--- src/rtl/pfq_if.sv ---
// Bus bundle for prefetch_queue: producer push handshake, consumer pop/flush and output window.
interface pfq_if #(
    parameter int unsigned W     = 8,
    parameter int unsigned DEPTH = 8,
    parameter int unsigned WIN   = 4
);
    localparam int unsigned PCW = $clog2(WIN + 1);
    localparam int unsigned CW  = $clog2(DEPTH + 1);

    logic              push_valid;
    logic [W-1:0]      push_data;
    logic              push_ready;
    logic [PCW-1:0]    pop_cnt;
    logic              flush;
    logic [W*WIN-1:0]  win_data;
    logic [WIN-1:0]    win_valid;
    logic [CW-1:0]     count;
    logic              empty;
    logic              full;

    modport master (
        output push_valid, push_data, pop_cnt, flush,
        input  push_ready, win_data, win_valid, count, empty, full
    );

    modport slave (
        input  push_valid, push_data, pop_cnt, flush,
        output push_ready, win_data, win_valid, count, empty, full
    );
endinterface

--- src/rtl/prefetch_queue.sv ---
// Circular prefetch queue: single push per cycle, multi-entry pop, WIN oldest entries exposed.
// Optional flush support enabled by defining PFQ_FLUSH_EN.
module prefetch_queue #(
    parameter int unsigned W     = 8,
    parameter int unsigned DEPTH = 8,
    parameter int unsigned WIN   = 4
) (
    input  logic clk,
    input  logic rst,
    pfq_if.slave q
);
    localparam int unsigned PW = (DEPTH > 1) ? $clog2(DEPTH) : 1;
    localparam int unsigned CW = $clog2(DEPTH + 1);
    localparam int unsigned SW = PW + 1;

    logic [W-1:0]  r_mem [DEPTH];
    logic [PW-1:0] r_head;
    logic [PW-1:0] r_tail;
    logic [CW-1:0] r_count;

    logic          w_full;
    logic          w_push;
    logic [CW-1:0] w_pop_req;
    logic [CW-1:0] w_pop;
    logic [PW-1:0] w_head_nxt;
    logic [PW-1:0] w_tail_nxt;

    // Pointer advance modulo DEPTH; increment never exceeds DEPTH, so one subtract suffices.
    function automatic logic [PW-1:0] wrap_add(input logic [PW-1:0] ptr, input logic [SW-1:0] inc);
        logic [SW-1:0] s;
        s = SW'(ptr) + inc;
        if (s >= SW'(DEPTH)) s = s - SW'(DEPTH);
        return PW'(s);
    endfunction

    assign w_full = (r_count == CW'(DEPTH));

`ifdef PFQ_FLUSH_EN
    assign w_push = q.push_valid && !w_full && !q.flush;
`else
    assign w_push = q.push_valid && !w_full;
`endif

    // Over-requested pops are clamped to the current occupancy.
    assign w_pop_req  = CW'(q.pop_cnt);
    assign w_pop      = (w_pop_req > r_count) ? r_count : w_pop_req;
    assign w_head_nxt = wrap_add(r_head, SW'(w_pop));
    assign w_tail_nxt = wrap_add(r_tail, SW'(w_push));

    always_ff @(posedge clk or negedge rst) begin
        if (!rst) begin
            r_head  <= '0;
            r_tail  <= '0;
            r_count <= '0;
        end else begin
`ifdef PFQ_FLUSH_EN
            if (q.flush) begin
                r_head  <= '0;
                r_tail  <= '0;
                r_count <= '0;
            end else begin
                r_head  <= w_head_nxt;
                r_tail  <= w_tail_nxt;
                r_count <= r_count + CW'(w_push) - w_pop;
            end
`else
            r_head  <= w_head_nxt;
            r_tail  <= w_tail_nxt;
            r_count <= r_count + CW'(w_push) - w_pop;
`endif
        end
    end

    // Storage needs no reset: occupancy alone decides what is visible.
    always_ff @(posedge clk) begin
        if (w_push) r_mem[r_tail] <= q.push_data;
    end

    always_comb begin
        q.win_data  = '0;
        q.win_valid = '0;
        for (int unsigned i = 0; i < WIN; i++) begin
            if (CW'(i) < r_count) begin
                q.win_valid[WIN-1-i]           = 1'b1;
                q.win_data[W*(WIN-i)-1 -: W]   = r_mem[wrap_add(r_head, SW'(i))];
            end
        end
    end

    assign q.count      = r_count;
    assign q.empty      = (r_count == '0);
    assign q.full       = w_full;
    assign q.push_ready = !w_full;
endmodule

--- src/flat_wrapper.sv ---
// flat-port wrapper written by rule: the top's interface ports become plain ports
module prefetch_queue_flat 
#(
    parameter int unsigned W     = 8,
    parameter int unsigned DEPTH = 8,
    parameter int unsigned WIN   = 4
)
  (clk, rst, q_push_valid, q_push_data, q_pop_cnt, q_flush, q_push_ready, q_win_data, q_win_valid, q_count, q_empty, q_full);
  pfq_if #(.W(W), .DEPTH(DEPTH), .WIN(WIN)) q_i ();
  input  logic clk;
  input  logic rst;
  input wire logic [$bits(q_i.push_valid)-1:0] q_push_valid;
  input wire logic [$bits(q_i.push_data)-1:0] q_push_data;
  input wire logic [$bits(q_i.pop_cnt)-1:0] q_pop_cnt;
  input wire logic [$bits(q_i.flush)-1:0] q_flush;
  output wire logic [$bits(q_i.push_ready)-1:0] q_push_ready;
  output wire logic [$bits(q_i.win_data)-1:0] q_win_data;
  output wire logic [$bits(q_i.win_valid)-1:0] q_win_valid;
  output wire logic [$bits(q_i.count)-1:0] q_count;
  output wire logic [$bits(q_i.empty)-1:0] q_empty;
  output wire logic [$bits(q_i.full)-1:0] q_full;
  assign q_i.push_valid = q_push_valid;
  assign q_i.push_data = q_push_data;
  assign q_i.pop_cnt = q_pop_cnt;
  assign q_i.flush = q_flush;
  assign q_push_ready = q_i.push_ready;
  assign q_win_data = q_i.win_data;
  assign q_win_valid = q_i.win_valid;
  assign q_count = q_i.count;
  assign q_empty = q_i.empty;
  assign q_full = q_i.full;
  prefetch_queue #(.W(W), .DEPTH(DEPTH), .WIN(WIN)) u_core (.clk(clk), .rst(rst), .q(q_i));
endmodule
--- config.mk ---
export PLATFORM = sky130hd
export DESIGN_NAME = prefetch_queue_flat
export DESIGN_NICKNAME = d
export VERILOG_FILES = /design/src/rtl/pfq_if.sv /design/src/rtl/prefetch_queue.sv /design/src/flat_wrapper.sv
export SDC_FILE = /design/constraint.sdc
export NUM_CORES = 1
export LEC_CHECK = 0
export CORE_ASPECT_RATIO = 1.5
export CORE_MARGIN = 2
export CORE_UTILIZATION = 51
export DETAILED_ROUTE_END_ITERATION = 7
export HOLD_SLACK_MARGIN = 0.15
export PLACE_DENSITY = 0.77
export SLEW_MARGIN = 30
export SYNTH_ARGS = -nofsm -noshare
export SYNTH_HDL_FRONTEND = slang
export SYNTH_SLANG_ARGS = --single-unit
export TNS_END_PERCENT = 10
--- constraint.sdc ---
create_clock -name clk -period 2.5 [get_ports clk]
set_input_delay 0.375 -clock clk [delete_from_list [all_inputs] [get_ports clk]]
set_output_delay 0.375 -clock clk [all_outputs]
set_load 0.05 [all_outputs]
# [Word level (Yosys, flattened, before mapping)]
# Memory sizes are Yosys's and may differ from the RTL's.
# Index checks and enable logic that the tools add are counted.
[word_totals] regBits=10 mem_bits_rw=64 elab_cells=53 n_memories=1
[memory_table] name="u_core.r_mem" words=8 width=8 rd=4 rd_clocked_by_memory_dff=0 wr=1 line_no="prefetch_queue.sv:16" rtl="logic [W-1:0] r_mem [DEPTH];"
[classes] n_addsub=13 n_lt_le_gt_ge=11 eq_ne=1 n_mux=21 reduce_logical=3
[ops] cell="2-to-1 mux 8 bit" n=4
[ops] cell="2-to-1 mux 3 bit" n=10
[ops] cell=">= comparator 4 bit (second input constant)" n=5
[ops] cell="subtractor 3 x 1 -> 3 bit (second input constant)" n=6
[ops] cell="adder 3 x 2 -> 4 bit (second input constant)" n=2
[ops] cell="less-than comparator 1 x 4 -> 1 bit (first input constant)" n=2
[ops] cell="less-than comparator 2 x 4 -> 1 bit (first input constant)" n=2
[ops] cell="2-to-1 mux 1 bit" n=6
[ops] cell="adder 3 x 1 -> 4 bit" n=1
[ops] cell="adder 3 x 1 -> 4 bit (second input constant)" n=1
[ops] cell="adder 3 x 4 -> 4 bit" n=1
[ops] cell="adder 4 x 1 -> 4 bit" n=1
[ops] cell="== test 4 bit (second input constant)" n=1
[ops] cell=">= comparator 3 x 4 -> 1 bit (second input constant)" n=1
[ops] cell="greater-than comparator 3 x 4 -> 1 bit" n=1
[ops] cell="logical NOT 4 bit" n=1
[ops] cell="2-to-1 mux 4 bit" n=1
[ops] cell="subtractor 4 bit" n=1
[ops] cell="logical AND 1 bit" n=1
[ops] cell="logical NOT 1 bit" n=1

# [Logic depth before layout (Yosys ltp)]
[logic_depth] ltp_word=6 depth_mapped=14 ltp_nobuf=13

# [Worst setup path after synthesis]
# Ideal clock, no wire load.
[synth_path] kind="flip-flop to output port" start="register u_core.r_count[2] (netlist: u_core.q.count[2])" end="output q_win_data[24]" arrival_ns=2.622 required_time_ns=2.125 slack_ns=-0.497 stages_incl_launch_ff=5 n_path_buf=0 path_cell_list="dfrtp_1 nor2_1 nand2_1 clkinv_1 nor2_1"
[synth_between] elab_chain_len=2
[synth_rtl] item="start, declared" line_no="prefetch_queue.sv:19" rtl="logic [CW-1:0] r_count;"
[synth_rtl] item="start signal, assigned" line_no="prefetch_queue.sv:69" rtl="r_count <= r_count + CW'(w_push) - w_pop;"
[synth_rtl] item="less-than comparator 1 x 4 -> 1 bit" line_no="prefetch_queue.sv:83" rtl="if (CW'(i) < r_count) begin"
[synth_rtl] item="2-to-1 mux 8 bit" line_no="prefetch_queue.sv:83"
[synth_rtl] item="end, declared" line_no="flat_wrapper.sv:17" rtl="output wire logic [$bits(q_i.win_data)-1:0] q_win_data;"
# No other way between the ends.

# [Worst setup path in the final report]
[layout_path] start="register u_core.r_head[0]" end="output q_win_data[6]"
[layout_between] elab_chain_len=6
[layout_rtl] item="start, declared" line_no="prefetch_queue.sv:17" rtl="logic [PW-1:0] r_head;"
[layout_rtl] item="start signal, assigned" line_no="prefetch_queue.sv:67" rtl="r_head <= w_head_nxt;"
[layout_rtl] item="adder 3 x 2 -> 4 bit (*)" line_no="prefetch_queue.sv:31" rtl="s = SW'(ptr) + inc;"
[layout_rtl] item=">= comparator 4 bit or subtractor 3 x 1 -> 3 bit (tied branches)" line_no="prefetch_queue.sv:32" rtl="if (s >= SW'(DEPTH)) s = s - SW'(DEPTH);"
[layout_rtl] item="2-to-1 mux 3 bit (*)" line_no="prefetch_queue.sv:32"
[layout_rtl] item="2-to-1 mux 3 bit (*)" line_no="prefetch_queue.sv:83"
[layout_rtl] item="memory (8 x 8 bit) (*)"
[layout_rtl] item="2-to-1 mux 8 bit (*)" line_no="prefetch_queue.sv:83"
# Every way passes the cells marked *; elsewhere a longest branch is shown, timed or not. The select of a mux whose other input is x is not followed.

==> impl_results.md <==
- Met3 usage: 0.0455
- CP Class: reg2out
- WHS: 0.356 ns
- Most frequent cells in the layout: 64 x edfxtp_1, 51 x buf_4, 45 x mux2i_1
- Status: finished, final reports clean
- Area growth syn-to-layout: 27.6%
- Number of max-cap violations: 0
- Syn_nets: 350
- IO Pins: 58
- # rows: 42
- Antenna violations before repair: 0
- Nets: around 430
- CTS root buffer: clkbuf_16
- Core ar.: 8720 um2
- Post-Route Setup TNS: 0 ns
- Final setup fails: 0
- Pre-CTS WS: -0.644 ns
- I/O Buffers: 56
- Synth Area per Inst: between 10 and 15 um2
- CP endpoint kind: primary output
- Share of layout cells above drive strength 1: 0.415
- Met1 Usage GRT: 0.241
- Wirelength per Cell: a little over 20 um
- Slew @ Worst Pin: around 0.68 ns
- GP Congestion: roughly 0.82
- Worst path required time: between 2 and 2.5 ns
- Critical Path Start Type: register
- Gate Count Post-Synth: approximately 320
- Cell Area, Placed: 5310 um2
- CTS tree: yes
- Final hold vios: 0
- Pin count of the biggest net entering global routing: 50
- Final Max Tran Viols: 0
- Met2 Use GR: 0.451
- Clk_skew: 0.00687 ns
- Synthesized area: about 4500 um2
- CTS Buf Count: 9
- Overall die height: 119 um
- Routed vias: 3065
- Clock latency on the worst-skew pair: 0.33 ns
- CTS H-tree depth: 3
- Residual DRC: 0
- Sequential area share after synthesis: 0.483
- Crit Path Max Fanout: 7
- Worst R2R Start: u_core.q.count[2]
- Setup crit start: u_core.r_head[0]
- Drt pass-1 iters: 5
- Drt initial violations: 233
- #FFs+latches synth: between 70 and 80
- Initial Util: 0.516
- Final wirelength: 10400 um
- Die Wd: 80.7 um
- Number of diodes: 0
- RSZ-0062 raised after global routing: true
- Post-route design area: 5740 um2
- Total GRT Usage: 0.234
- Global-route wire length before repair: approximately 16000 um
- Final worst slack: 0.0135 ns
- Total gr overflow: 0
- Most common cell after layout, fill and taps aside: edfxtp_1
- Vias in the first global route: between 3000 and 4000
- Clock transition at the registers of the reported paths: 0.06 ns
- Die area: 9600 um2
- Longest Clk Path Bufs: 2
- Antenna Nets Post-Route: 0
- Post-synthesis cell type count: 37
- Achievable frequency: 402 MHz
- WP data arrival: 2.11 ns
- Min Tclk post-route: 2.49 ns
- Gr busiest metal: met2
- Clock sinks: 74
- DP HPWL: 7280 um
- Worst Hold Class: in2async
- Tcrit/Tclk final: 0.995
- Ys Warns: 0
- Vias per cell: 6.01
- Max_slew headroom: 0.545
[kinds of logic (layout without fill, tap and decap cells)]
logic type,Yosys count,in the layout,share of synthesized area
mux,81,81,0.273
flops,74,74,0.483
simple gates,59,59,0.0545
compound gates,48,48,0.0684
buf+inv,33,114,0.0495
fa+ha+maj,16,16,0.0478
xor+xnor,8,8,0.0239
[stage by stage]
step           utilization  cells
5_1_grt              0.658    510
3_5_place_dp         0.609    493
2_1_floorplan            -    319
4_1_cts              0.650    510
6_report             0.658    510
3_3_place_gp         0.608    493
[critical path: stages (launching register included)]
cell	delay, ns
dfrtp_4	0.46
inv_2	0.06
ha_4	0.36
mux4_2	0.53
mux2i_1	0.18
nor2_2	0.05
buf_6	0.15
[layer usage]
metal,part of all wire,up-vias
met5,0,-
met4,0.020,0
met3,0.045,17
met2,0.59,113
met1,0.34,1531
li1,-,1404
[final timing paths]
kind	to	slack, ns	depth (start not counted)
worst min-delay path	u_core.q.count[3]	0.36	1
worst min register to register	u_core.r_tail[0]	0.52	1
worst max-delay path	q_win_data[6]	0.01	6
worst max register to register	u_core.q.count[3]	0.02	12
min in group clk	u_core.r_tail[0]	0.52	1
max in group asynchronous	u_core.r_head[0]	1.79	1
[final cells by class]
class,instances,area (um2)
Timing Repair Buffer,85,774
Clock buffer,11,243
Fill cell,649,2990
Sequential cell,74,2180
Inverter,13,52.6
Clock inverter,5,55.1
Multi-Input combinational cell,212,2300
Tap cell,110,138
[synthesized netlist by cell type (all sizes together)]
cell	n	area (um2)
a211oi	1	7.51
a21o	2	15.0
a21oi	2	10.0
and3	1	6.26
buf	15	153
clkbuf	5	21.3
clkinv	1	3.75
dfrtp	10	250
edfxtp	64	1920
fa	2	40.0
ha	14	175
inv	12	45.0
mux2i	49	503
mux4	32	724
nand2	6	22.5
nand2b	4	25.0
nand3	1	5.00
nor2	42	158
nor2b	1	6.26
nor3	2	10.0
o21a	8	60.1
o21ai	3	15.0
o22ai	32	200
or2	1	6.26
or3	1	6.26
xnor2	4	53.8
xor2	4	53.8
[sequential cells by signal, summed over array words and instances (netlist names)]
name and cells:
u_core.r_mem 64, u_core.q.count 4, u_core.r_head 3, u_core.r_tail 3
[repair_timing]
| item | CTS | global route |
|---|---|---|
| setup endpoints to repair | 20 | 19 |
| gates resized for setup | 16 | 20 |
| hold buffers | 0 | 0 |
| pin swaps | 6 | 1 |
| setup buffers | 1 | 0 |
Power is not shown: default switching activity piles up to over one toggle a cycle in this logic, so the estimate is an artifact.
==> patch, RTL diff (same settings) <==
Build with the macro `PFQ_FLUSH_EN` defined.
--- a/src/rtl/prefetch_queue.sv
+++ b/src/rtl/prefetch_queue.sv
@@ -1,5 +1,7 @@
 // Circular prefetch queue: single push per cycle, multi-entry pop, WIN oldest entries exposed.
 // Optional flush support enabled by defining PFQ_FLUSH_EN.
+`define PFQ_FLUSH_EN
+
 module prefetch_queue #(
     parameter int unsigned W     = 8,
     parameter int unsigned DEPTH = 8,
Check against the original RTL: not equivalent (Yosys sat finds a counterexample within 4 cycles, from zero or initial values and one cycle with rst low).
==> patch against the original RTL <==
- the flow now finishes with violations (setup timing)
- wire length rose by 23%
- sequential cell count did not move
- global-route usage rose by 4.2 points
- synthesized area rose by 1.5%
- clock skew fell by 0.0033 ns
- via count rose by 15%
- register-to-register slack got worse by 0.31 ns
- die area rose by 1.5%
- setup slack got worse by 0.30 ns
- worst hold slack improved by 0.022 ns
- design area rose by 7.7%
- critical path type is now register to register
- critical endpoint is now u_core.r_head[2]
Power is left out: the tool's default activity adds up to more than one toggle a clock period on the data nets, which glitch-free logic cannot reach.
==> patch: results (changes against the original RTL) <==
WORST_EP_ARRIVAL_TIME_NS=3.00  # +0.89 ns
WORST_R2R_PATH_DEPTH=11  # -1
TOTALNEGATIVESETUPSLACK_NS=-1.942  # -1.942 ns
GRT_PASS1_VIAS=3667  # +18%
SETUP_WS_NS=-0.2902  # -0.3037 ns
GRT_MAX_DEGREE=36  # -28%
GRT_FIRST_PASS_WIRELENGTH_UM=19250  # +20%
PLACED_CELLS_INCL_TAPS=537  # +8.9%
FINAL_NET_COUNT=471  # +11%
POSTPLACECELLAREA_UM2=5695  # +7.3%
LAYOUT-DRIVE-GT1-SHARE_PCT=37.75  # -3.7 points
TRACK_USAGE_PCT=27.55  # +4.2 points
SYNTH_XOR_AREA_SHARE_PCT=1.726  # -0.67 points
ROUTED_WIRE_LENGTH_PER_INSTANCE_UM=22.86  # +13%
VIOLATIONS_IN_THE_FINAL_REPORTS='setup timing'
SYNTH-COMPOUND-AREA-SHARE_PCT=10.79  # +4.0 points
SYNTH_TOP_CELLS_BY_COUNT='sky130_fd_sc_hd__edfxtp_1 (64), sky130_fd_sc_hd__nand2_1 (36), sky130_fd_sc_hd__mux2i_1 (32), sky130_fd_sc_hd__mux4_2 (32), sky130_fd_sc_hd__o22ai_1 (32)'
WORST_PATH_LARGEST_CELL_DELAY_NS=0.40  # -0.13 ns
FINAL_SETUP_VIOLATION_COUNT=20  # +20
ROUTED_WL_UM=12690  # +23%
WORSTREG2REGSTART='u_core.q.count[1]'
SEQUENTIAL_AREA_SHARE_AFTER_SYNTHESIS_PCT=47.56  # -0.73 points
SYN_NETS=375  # +7.1%
BUFFER_PORTS.INSERTED=57  # +1.8%
FILLERINSTANCES=590  # -9.1%
CRIT_SLOWEST_CELL='sky130_fd_sc_hd__dfrtp_2'
SYN_INST=344  # +7.8%
DETAIL_ROUTE.VIAS_PER_CELL=6.355  # +5.7%
YOSYS.AREA_SHARE.ADDER_PCT=4.712  # -0.072 points
SYNTH_AREA_LEADERS='sky130_fd_sc_hd__edfxtp_1 (42%), sky130_fd_sc_hd__mux4_2 (16%), sky130_fd_sc_hd__mux2i_1 (7.0%)'
CRIT_PATH_MAX_FANOUT=4  # -3
RUN_STATUS='finished with violations'
==> patch: cell types whose count changed after synthesis, moves of 3 or more <==
cell / delta
sky130_fd_sc_hd__buf_2: +3
sky130_fd_sc_hd__mux2i_1: -16
sky130_fd_sc_hd__a21oi_1: +17
sky130_fd_sc_hd__nor2b_1: +5
sky130_fd_sc_hd__nor2_1: -31
sky130_fd_sc_hd__nor3_1: +5
sky130_fd_sc_hd__xnor2_1: +3
sky130_fd_sc_hd__o21a_1: +9
sky130_fd_sc_hd__nand2_1: +30
==> patch: logic make-up (layout without fill, tap and decap cells) <==
group	Yosys count	count (layout)
compound gates	76	76
simple gates	74	74
xor+xnor	9	9
buf+inv	31	132
mux	64	64
fa+ha+maj	16	16
flops	74	74
==> patch: final cells by class <==
type,count,area [um^2],area share (%)
multi-input cells,239,2372,38.40
flip-flops and latches,74,2180,35.28
repair buffers,104,1094,17.70
clock buffers,9,225.2,3.645
well taps,110,137.6,2.228
clock inverters,7,125.1,2.025
inverters,12,45.04,0.7290
==> patch: worst min-delay path by stage <==
stage,end,slack [ns],cells past startpoint
global route,u_core.r_head[1],0.41,1
CTS,u_core.r_tail[1],0.38,1
floorplan,u_core.q.count[0],0.08,0
finish,u_core.r_tail[2],0.38,1
detailed placement,u_core.r_tail[2],0.61,2
global placement,u_core.r_tail[2],0.61,2
==> patch: what timing repair did <==
item,in CTS,in global routing
pin swaps,12,4
setup buffers,2,0
endpoints found under the setup margin,27,26
resized for setup,19,7
gates cloned,0,0
==> patch: per-layer routing <==
layer	part of all wire [%]	wire, um	global-route usage [%]
met1	36	4545	32.81
met2	55	6960	47.80
met3	5.9	753	3.233
met4	3.4	430	14.19
met5	0	0	0
